`config.mk`:
```
export PLATFORM = sky130hd
export DESIGN_NAME = poly_osc_mixer
export DESIGN_NICKNAME = d
export VERILOG_FILES = /design/src/rtl/poly_osc_mixer.sv
export SDC_FILE = /design/constraint.sdc
export NUM_CORES = 1
export LEC_CHECK = 0
export CORE_ASPECT_RATIO = 2
export CORE_MARGIN = 1.5
export CORE_UTILIZATION = 45
export CTS_CLUSTER_SIZE = 25
export DETAILED_ROUTE_END_ITERATION = 7
export PLACE_DENSITY = 0.72
export SYNTH_ARGS = -nofsm -noshare
export SYNTH_HDL_FRONTEND = slang
export SYNTH_SLANG_ARGS = --single-unit
```
`constraint.sdc`:
```
create_clock -name clk -period 23.1 [get_ports clk]
set_input_delay 4.62 -clock clk [delete_from_list [all_inputs] [get_ports clk]]
set_output_delay 4.62 -clock clk [all_outputs]
set_load 0.02 [all_outputs]
```
`src/rtl/poly_osc_mixer.sv`:
```
// -----------------------------------------------------------------------------
// poly_osc_mixer
//
// Polyphonic oscillator and mixer. Once per audio sample period the eight
// voice slots coming from the MIDI receiver are walked one per clock. Each
// active voice advances its phase accumulator, produces the globally selected
// waveform, is scaled by its velocity and summed. The mixed sample leaves on
// sample_out together with a one-cycle sample_valid strobe.
//
// Ports
//   clk           in   system clock
//   rst           in   synchronous, active-high reset
//   on_in         in   [NUM_VOICES-1:0]        voice active flags
//   velocity_in   in   [NUM_VOICES-1:0][2:0]   per-voice velocity
//   note_in       in   [NUM_VOICES-1:0][6:0]   per-voice MIDI note number
//   wave_in       in   [1:0]  0 saw, 1 square, 2 triangle, 3 pulse 25%
//   sample_out    out  signed 16-bit mixed sample, held between strobes
//   sample_valid  out  one-cycle pulse when sample_out updates
//   clip_out      out  high with sample_valid when the mix saturated
//
// Build option
//   MIX_SAT_EN  defined  : output is the accumulator saturated to 16 bits and
//                          clip_out flags saturation.
//               undefined: output is the accumulator >>> 3 (cannot clip) and
//                          clip_out stays 0.
//
// Timing: tick (counter == SAMPLE_DIV-1) in cycle T, voices 0..N-1 in
// T+1..T+N, output register loaded in T+N+1, visible in T+N+2.
// -----------------------------------------------------------------------------
module poly_osc_mixer #(
    parameter int NUM_VOICES = 8,
    parameter int PHASE_W    = 24,
    parameter int SAMPLE_DIV = 2083
) (
    input  logic                            clk,
    input  logic                            rst,
    input  logic [NUM_VOICES-1:0]           on_in,
    input  logic [NUM_VOICES-1:0][2:0]      velocity_in,
    input  logic [NUM_VOICES-1:0][6:0]      note_in,
    input  logic [1:0]                      wave_in,
    output logic signed [15:0]              sample_out,
    output logic                            sample_valid,
    output logic                            clip_out
);

    localparam int CNT_W  = $clog2(SAMPLE_DIV);
    localparam int VIDX_W = (NUM_VOICES > 1) ? $clog2(NUM_VOICES) : 1;

    localparam logic signed [15:0] S16_MAX = 16'sh7FFF;
    localparam logic signed [15:0] S16_MIN = 16'sh8000;

    typedef enum logic [1:0] {
        S_IDLE  = 2'd0,
        S_ACCUM = 2'd1,
        S_DONE  = 2'd2
    } state_t;

    state_t                    r_state;
    state_t                    w_state_nx;
    logic [CNT_W-1:0]          r_cnt;
    logic [VIDX_W-1:0]         r_vidx;
    logic [1:0]                r_wave;
    logic [PHASE_W-1:0]        r_phase [NUM_VOICES];
    logic signed [18:0]        r_acc;

    logic                      w_tick;
    logic                      w_last;
    logic                      w_start;
    logic                      w_voice_en;
    logic                      w_out_en;
    logic                      w_on;
    logic [2:0]                w_vel;
    logic [6:0]                w_note;
    logic [PHASE_W-1:0]        w_phase;
    logic [PHASE_W-1:0]        w_inc;
    logic signed [15:0]        w_wave;
    logic signed [15:0]        w_contrib;

    // Phase increments of the top octave (notes 120..131) for a 24-bit
    // phase at 48 kHz; lower octaves are obtained by right shifts.
    function automatic logic [23:0] f_rom(input logic [3:0] semi);
        case (semi)
            4'd0:    return 24'd2926232;
            4'd1:    return 24'd3100235;
            4'd2:    return 24'd3284585;
            4'd3:    return 24'd3479896;
            4'd4:    return 24'd3686822;
            4'd5:    return 24'd3906052;
            4'd6:    return 24'd4138318;
            4'd7:    return 24'd4384395;
            4'd8:    return 24'd4645104;
            4'd9:    return 24'd4921317;
            4'd10:   return 24'd5213953;
            4'd11:   return 24'd5523991;
            default: return 24'd0;
        endcase
    endfunction

    // The ROM is scaled by 2^(PHASE_W-24) so other phase widths keep pitch.
    function automatic logic [PHASE_W-1:0] f_inc(input logic [6:0] note);
        logic [3:0]          semi;
        logic [3:0]          oct;
        logic [PHASE_W+23:0] scaled;
        semi   = 4'(note % 7'd12);
        oct    = 4'(note / 7'd12);
        scaled = '0;
        scaled[23:0] = f_rom(semi);
        scaled = scaled << PHASE_W;
        scaled = scaled >> 24;
        return PHASE_W'(scaled) >> (4'd10 - oct);
    endfunction

    function automatic logic signed [15:0] f_wave(input logic [1:0] sel,
                                                  input logic [15:0] u);
        logic [15:0] t;
        t = u[15] ? {~u[14:0], 1'b0} : {u[14:0], 1'b0};
        case (sel)
            2'd0:    return signed'(u ^ 16'h8000);
            2'd1:    return u[15] ? S16_MIN : S16_MAX;
            2'd2:    return signed'(t ^ 16'h8000);
            default: return (u[15:14] == 2'b00) ? S16_MAX : S16_MIN;
        endcase
    endfunction

    // (wave * (velocity+1)) >>> 3; the product never exceeds 2^18 in magnitude.
    function automatic logic signed [15:0] f_scale(input logic signed [15:0] w,
                                                   input logic [2:0] vel);
        logic signed [19:0] gain;
        logic signed [19:0] prod;
        gain = signed'({17'd0, vel}) + 20'sd1;
        prod = 20'(w) * gain;
        return 16'(prod >>> 3);
    endfunction

`ifdef MIX_SAT_EN
    function automatic logic signed [15:0] f_sat16(input logic signed [18:0] a);
        if (a > 19'sd32767)  return S16_MAX;
        if (a < -19'sd32768) return S16_MIN;
        return 16'(a);
    endfunction

    function automatic logic f_clipped(input logic signed [18:0] a);
        return (a > 19'sd32767) || (a < -19'sd32768);
    endfunction
`endif

    assign w_tick = (r_cnt == CNT_W'(SAMPLE_DIV - 1));
    assign w_last = (r_vidx == VIDX_W'(NUM_VOICES - 1));

    // FSM state register
    always_ff @(posedge clk) begin
        if (rst) begin
            r_state <= S_IDLE;
        end else begin
            r_state <= w_state_nx;
        end
    end

    // FSM next state and datapath enables
    always_comb begin
        w_state_nx = r_state;
        w_start    = 1'b0;
        w_voice_en = 1'b0;
        w_out_en   = 1'b0;
        case (r_state)
            S_IDLE: begin
                if (w_tick) begin
                    w_start    = 1'b1;
                    w_state_nx = S_ACCUM;
                end
            end
            S_ACCUM: begin
                w_voice_en = 1'b1;
                if (w_last) begin
                    w_state_nx = S_DONE;
                end
            end
            S_DONE: begin
                w_out_en   = 1'b1;
                w_state_nx = S_IDLE;
            end
            default: w_state_nx = S_IDLE;
        endcase
    end

    // Voice currently being processed; inputs are read live in its cycle.
    assign w_on      = on_in[r_vidx];
    assign w_vel     = velocity_in[r_vidx];
    assign w_note    = note_in[r_vidx];
    assign w_phase   = r_phase[r_vidx];
    assign w_inc     = f_inc(w_note);
    assign w_wave    = f_wave(r_wave, w_phase[PHASE_W-1 -: 16]);
    assign w_contrib = w_on ? f_scale(w_wave, w_vel) : 16'sd0;

    // Phases and output must start from zero, so the datapath is reset too.
    always_ff @(posedge clk) begin
        if (rst) begin
            r_cnt        <= '0;
            r_vidx       <= '0;
            r_wave       <= '0;
            r_acc        <= '0;
            sample_out   <= '0;
            sample_valid <= 1'b0;
            clip_out     <= 1'b0;
            for (int i = 0; i < NUM_VOICES; i++) begin
                r_phase[i] <= '0;
            end
        end else begin
            r_cnt        <= w_tick ? '0 : r_cnt + CNT_W'(1);
            sample_valid <= w_out_en;
            clip_out     <= 1'b0;

            if (w_start) begin
                r_acc  <= '0;
                r_vidx <= '0;
                r_wave <= wave_in;
            end

            if (w_voice_en) begin
                r_acc           <= r_acc + 19'(w_contrib);
                r_vidx          <= r_vidx + VIDX_W'(1);
                // An idle voice restarts from phase 0 on its next note-on.
                r_phase[r_vidx] <= w_on ? (w_phase + w_inc) : '0;
            end

            if (w_out_en) begin
`ifdef MIX_SAT_EN
                sample_out <= f_sat16(r_acc);
                clip_out   <= f_clipped(r_acc);
`else
                sample_out <= 16'(r_acc >>> 3);
`endif
            end
        end
    end

endmodule

```
# After elaboration in Yosys (flattened, before gate mapping)
# Memories as Yosys holds them, arrays and structs flattened. A register that Yosys moved wholly into a read port is not among the register bits.
# Index checks and enable logic that the tools add are counted.
[classes]
n_div = 2
n_shift = 1
order_cmp = 1
mux = 33
addsub = 6
bitwise_logic = 3
n_eq_ne = 8
reduce_logical = 7
n_mul = 1
[ops]
columns = ["cell", "n"]
rows = [
  ["two-way mux 16 bit", 4],
  ["two-way mux 24 bit", 2],
  ["case mux 16 bit (3 select lines)", 1],
  ["two-way mux 19 bit", 2],
  ["adder 24 bit", 1],
  ["OR reduction 24 bit", 1],
  [">> shifter 24 x 4 -> 24 bit", 1],
  ["binary-select mux 7 bit (select 3 bit)", 1],
  ["adder 19 x 16 -> 19 bit", 1],
  ["multiplier 16 x 5 -> 19 bit", 1],
  ["two-way mux 3 bit", 6],
  ["inverter 15 bit", 1],
  ["adder 12 x 1 -> 12 bit (second input constant)", 1],
  ["equality test 12 bit (second input constant)", 1],
  ["two-way mux 1 bit", 11],
  ["binary-select mux 3 bit (select 3 bit)", 1],
  ["divider 7 x 4 -> 7 bit (second input constant)", 1],
  ["modulo 7 x 4 -> 7 bit (second input constant)", 1],
  ["two-way mux 7 bit", 1],
  ["zero test 2 bit", 3],
  ["adder 3 x 1 -> 4 bit (second input constant)", 1],
  ["equality test 2 x 1 -> 1 bit (second input constant)", 2],
  ["equality test 2 bit (second input constant)", 2],
  ["< comparator 3 x 4 -> 1 bit (second input constant)", 1],
  ["other kinds (11)", 14],
]
[word_totals]
mem_count = 2
rom_bits = 368
ff_bits = 55
out_inout_bits = 18
word_cells = 71
in_bits = 92
mem_bits_rw = 192
[memory_table]
columns = ["name", "words", "word_bits", "read_ports", "rd_clocked_by_memory_dff", "write_ports", "line", "text"]
rows = [
  ["(no name shown)", 16, 23, 1, 0, 0, "82", "case (semi)"],
  ["r_phase", 8, 24, 1, 1, 8, "63", "logic [PHASE_W-1:0] r_phase [NUM_VOICES];"],
]

# Logic depth before layout (Yosys ltp)
[logic_depth]
depth_word = 8
depth_mapped = 35
ltp_nobuf = 32

# Least setup slack after synthesis
# OpenSTA, ideal clock, no wires.
[synth_timing]
kind = "input to register"
start = "in velocity_in[15] (netlist bit)"
end = "reg r_acc[17]"
path_slack_ns = 11.450
path_buffers = 2
required_ns = 22.983
arrival_ns = 11.533
cell_stages = 29
setup_time_ns = 0.117
cell_sequence = "nand2b_1 -> mux4_2 -> o311a_1 -> inv_1 -> clkbuf_1 -> ha_1 -> xor2_1 -> clkbuf_1 -> nor2_1 -> ha_1 -> inv_1 -> fa_1 -> fa_1 -> inv_1 -> ha_1 -> nor2b_1 -> nor3_1 -> ha_1 -> a21o_1 -> a21oi_1 -> o21bai_1 -> a21oi_1 -> o21ai_0 -> a211o_1 -> a2111oi_0 -> o31ai_1 -> o211ai_1 -> nand3_1 -> a32o_1"
[synth_via]
elab_chain_cells = 7
[synth_rtl]
columns = ["item", "line", "text"]
rows = [
  ["start, declared", "38", "input logic [NUM_VOICES-1:0][2:0] velocity_in,"],
  ["binary-select mux 3 bit (select 3 bit)", "188", "assign w_vel = velocity_in[r_vidx];"],
  ["two-way mux 3 bit (not written as such)", "188", ""],
  ["adder 3 x 1 -> 4 bit", "130", "gain = signed'({17'd0, vel}) + 20'sd1;"],
  ["multiplier 16 x 5 -> 19 bit", "131", "prod = 20'(w) * gain;"],
  ["two-way mux 16 bit", "193", "assign w_contrib = w_on ? f_scale(w_wave, w_vel) : 16'sd0;"],
  ["adder 19 x 16 -> 19 bit", "220", "r_acc <= r_acc + 19'(w_contrib);"],
  ["two-way mux 19 bit", "219", "if (w_voice_en) begin"],
  ["end signal, assigned", "220", ""],
  ["end, declared", "64", "logic signed [18:0] r_acc;"],
]
# Every way passes these cells. The select of a mux whose other input is x is not followed.
# A chain may end at the register's enable or synchronous reset.

==> metrics.txt <==
CTS tree done; die width between 100 and 150 um; share of cells above drive strength 1 a little under an eighth; 1st-pass router iterations 6; Post-DP HPWL 38.3 mm; Critical Path RT 23.40 ns; min-delay src sample_out[4]; Via density ~6.0; Crit Path Class primary input to flop; first-pass GRT wire length roughly 80 mm; Arr. time, crit path between 10 and 15 ns; endpoints failing setup 0; net switching power 414 uW; overall global routing resource usage about 25%; hold_buf cts 0; initial core utilization a little under half; H-tree levels 1; sequential share of the synthesized area 38.5%; Die Area 41200 um2; RSZ-0062 raised after global routing false; hold path cells 2; placer congestion estimate about 0.94; Post-Synthesis Cells between 1500 and 2000; Port Buffers between 100 and 150; status finished, final reports clean; EDFF count, synth approximately 190; Die H 286 um; pwr dens between 60 and 70 nW/um2; r2r endpoint r_phase[1][23]; Worst-Skew Late Latency about 0.56 ns; Rows 103; period utilization 56.8%; number of global-route vias before repair 15100; Core ar. 39400 um2; max-slew violation count 0; Syn Nets between 2000 and 2500; Remaining DRCs 0; Area Growth Syn to Fin 11.9%; crit end category flop; final setup TNS 0 ns; Comb pwr share 30.5%; GRT overflow 0; Ys Warns 0; Syn Std Cell Area about 18000 um2; Layout Nets 2091; maximum clock path buffer count 3; IO Count 110; HP Class flop to flop; worst vdd ir slightly below 0.05 mV; hold slack 0.452 ns; detailed-route via count 14500; post-CTS sizing 0; Synth async-reset ratio 0%; post-synthesis cell type count 95; Tmin final 13.12 ns; worst reg2reg path depth 25; drt wl/cell ~22 um; most common cell after layout, fill and taps aside nor2_1; P_leak 0.00754 uW; antenna-violating nets left 0; Worst Skew 0.0345 ns; worst setup margin 9.98 ns; initial antenna violation count 2; CTS Sinks 250; P_int 822 uW; Flop pwr share 40.3%; max-cap viol count 0; Final Hold Fails 0; largest net degree at the start of global routing 50; Clock Pin Slew Worst Setup and Hold Paths 0.07 ns; pre-CTS setup slack ~9.5 ns; worst r2r src r_vidx[0]; Least-Margin Pin Slew around 1.3 ns; crit path max fanout 26; R2R Setup Slk 13.09 ns; WHS Endpoint sample_out[4]; sw frac between 30% and 40%; Iter 0 DRT Violations 1195; highest-count cells in the layout ignoring fill and taps 318 x nor2_1, 192 x edfxtp_1, 134 x nand2_1, 108 x clkdlybuf4s50_1, 99 x inv_1; Top FF cell, synth edfxtp_1; clock tree root driver cell clkbuf_16; startpoint types primary input; clock group share of total power 29.2%; CTS buffer count 22; Fmax 76.2 MHz; WL final 52.1 mm; setup bufs post-CTS 0; max_slew headroom 15.8%; Filler cells 3554; flops & latches, synth 250; syn_area_per_cell 9.81 um2
power by group through the flow:
stage          Sequential (uW)  Combinational, uW  Clock [uW]
6_report                   498                377         360
5_1_grt                    499                412         379
4_1_cts                    498                373         364
2_1_floorplan              506                268           0
3_5_place_dp               508                371           0
3_3_place_gp               507                366           0
how the worst max path moves through the flow:
stage | from | end | slack, ns
after global routing | note_in[4] | r_phase[1][23] | 9.25
after CTS | note_in[4] | r_phase[1][23] | 10.08
after global placement | note_in[4] | r_phase[0][23] | 9.71
final | note_in[4] | r_phase[1][23] | 9.98
after floorplan | velocity_in[15] | r_acc[17] | 11.45
after detailed placement | note_in[4] | r_phase[0][23] | 9.52
synthesized netlist by cell type (13+ instances only):
cell	number	area, um2
nor2_1	318	1190
mux4_2	60	1350
clkbuf_1	72	270
o21a_1	32	240
nand2b_1	30	188
a21oi_1	79	395
mux2_2	42	473
or2_2	16	100
nor2b_1	14	87.6
a22o_1	13	114
dfxtp_1	58	1160
xor2_1	33	289
fa_1	32	641
buf_2	14	70.1
mux2i_1	35	350
nor3_1	43	215
nand3_1	41	205
nand2_1	134	503
o21ai_0	80	400
inv_1	99	372
ha_1	89	1110
a21o_1	21	158
a31oi_1	14	87.6
xnor2_1	41	359
o211ai_1	27	203
edfxtp_1	192	5770
a211oi_1	15	113
area by class of cell:
cell class	count	area (um2)	area share, %
timing repair buffer	131	1250	6.23
sequential	250	6930	34.5
multi-input combinational	1372	10200	50.8
clock buffer	27	569	2.83
antenna	2	5.00	0.0249
inverter	101	379	1.88
clock inverter	12	101	0.504
tap	525	657	3.27
per-stage QoR:
stage | cells | util (%) | area (um2) | total power, uW
6_report | 2420 | 51.0 | 20100 | 1240
5_1_grt | 2420 | 51.0 | 20100 | 1290
4_1_cts | 2418 | 51.0 | 20100 | 1240
3_5_place_dp | 2379 | 49.3 | 19400 | 879
3_3_place_gp | 2379 | 49.3 | 19400 | 873
2_1_floorplan | 1831 | - | 18000 | 774
layer usage:
metal	GRT usage (%)	vias to the layer above	share of wire, %
met4	16.2	0	6.5
met1	25.2	6994	34
met3	4.37	194	6.7
met2	47.2	622	53
met5	0	-	0
li1	-	6680	-
sequential cells by signal, indices dropped and copies added, names as in the netlist, named ones only:
name / cells
r_acc: 19
sample_out: 16
r_wave: 2
r_cnt: 12
sample_valid: 1
r_state: 2
r_phase: 192
r_vidx: 3
critical path: stages:
cell and delay [ns]:
clkdlybuf4s50_1 0.45, mux2_2 0.14, a22oi_1 0.07, o221ai_1 0.90, o21ai_1 0.21, a2111oi_2 0.43, o21a_1 0.75, inv_2 0.39
ha_1 0.74, clkinv_1 0.69, mux2_2 0.50, a22oi_1 0.22, mux2_2 0.19, ha_1 0.21, a21o_1 0.15, a21oi_1 0.23
o21ai_0 0.11, a21oi_1 0.22, o21ai_0 0.22, a41oi_1 0.47, a2111o_1 0.28, a31oi_1 0.17, or4b_2 0.66, nand3_1 0.28
nor2_1 0.09
cell families after synthesis:
| family | Yosys count | share of synthesized area, % |
|---|---|---|
| flops | 250 | 38.5 |
| mux | 140 | 12.4 |
| simple gates | 649 | 16.0 |
| other cells | 1 | 0.0209 |
| compound gates | 386 | 14.8 |
| xor+xnor | 75 | 3.70 |
| buf+inv | 209 | 4.78 |
| fa+ha+maj | 121 | 9.76 |
(Power assumes the default switching activity.)
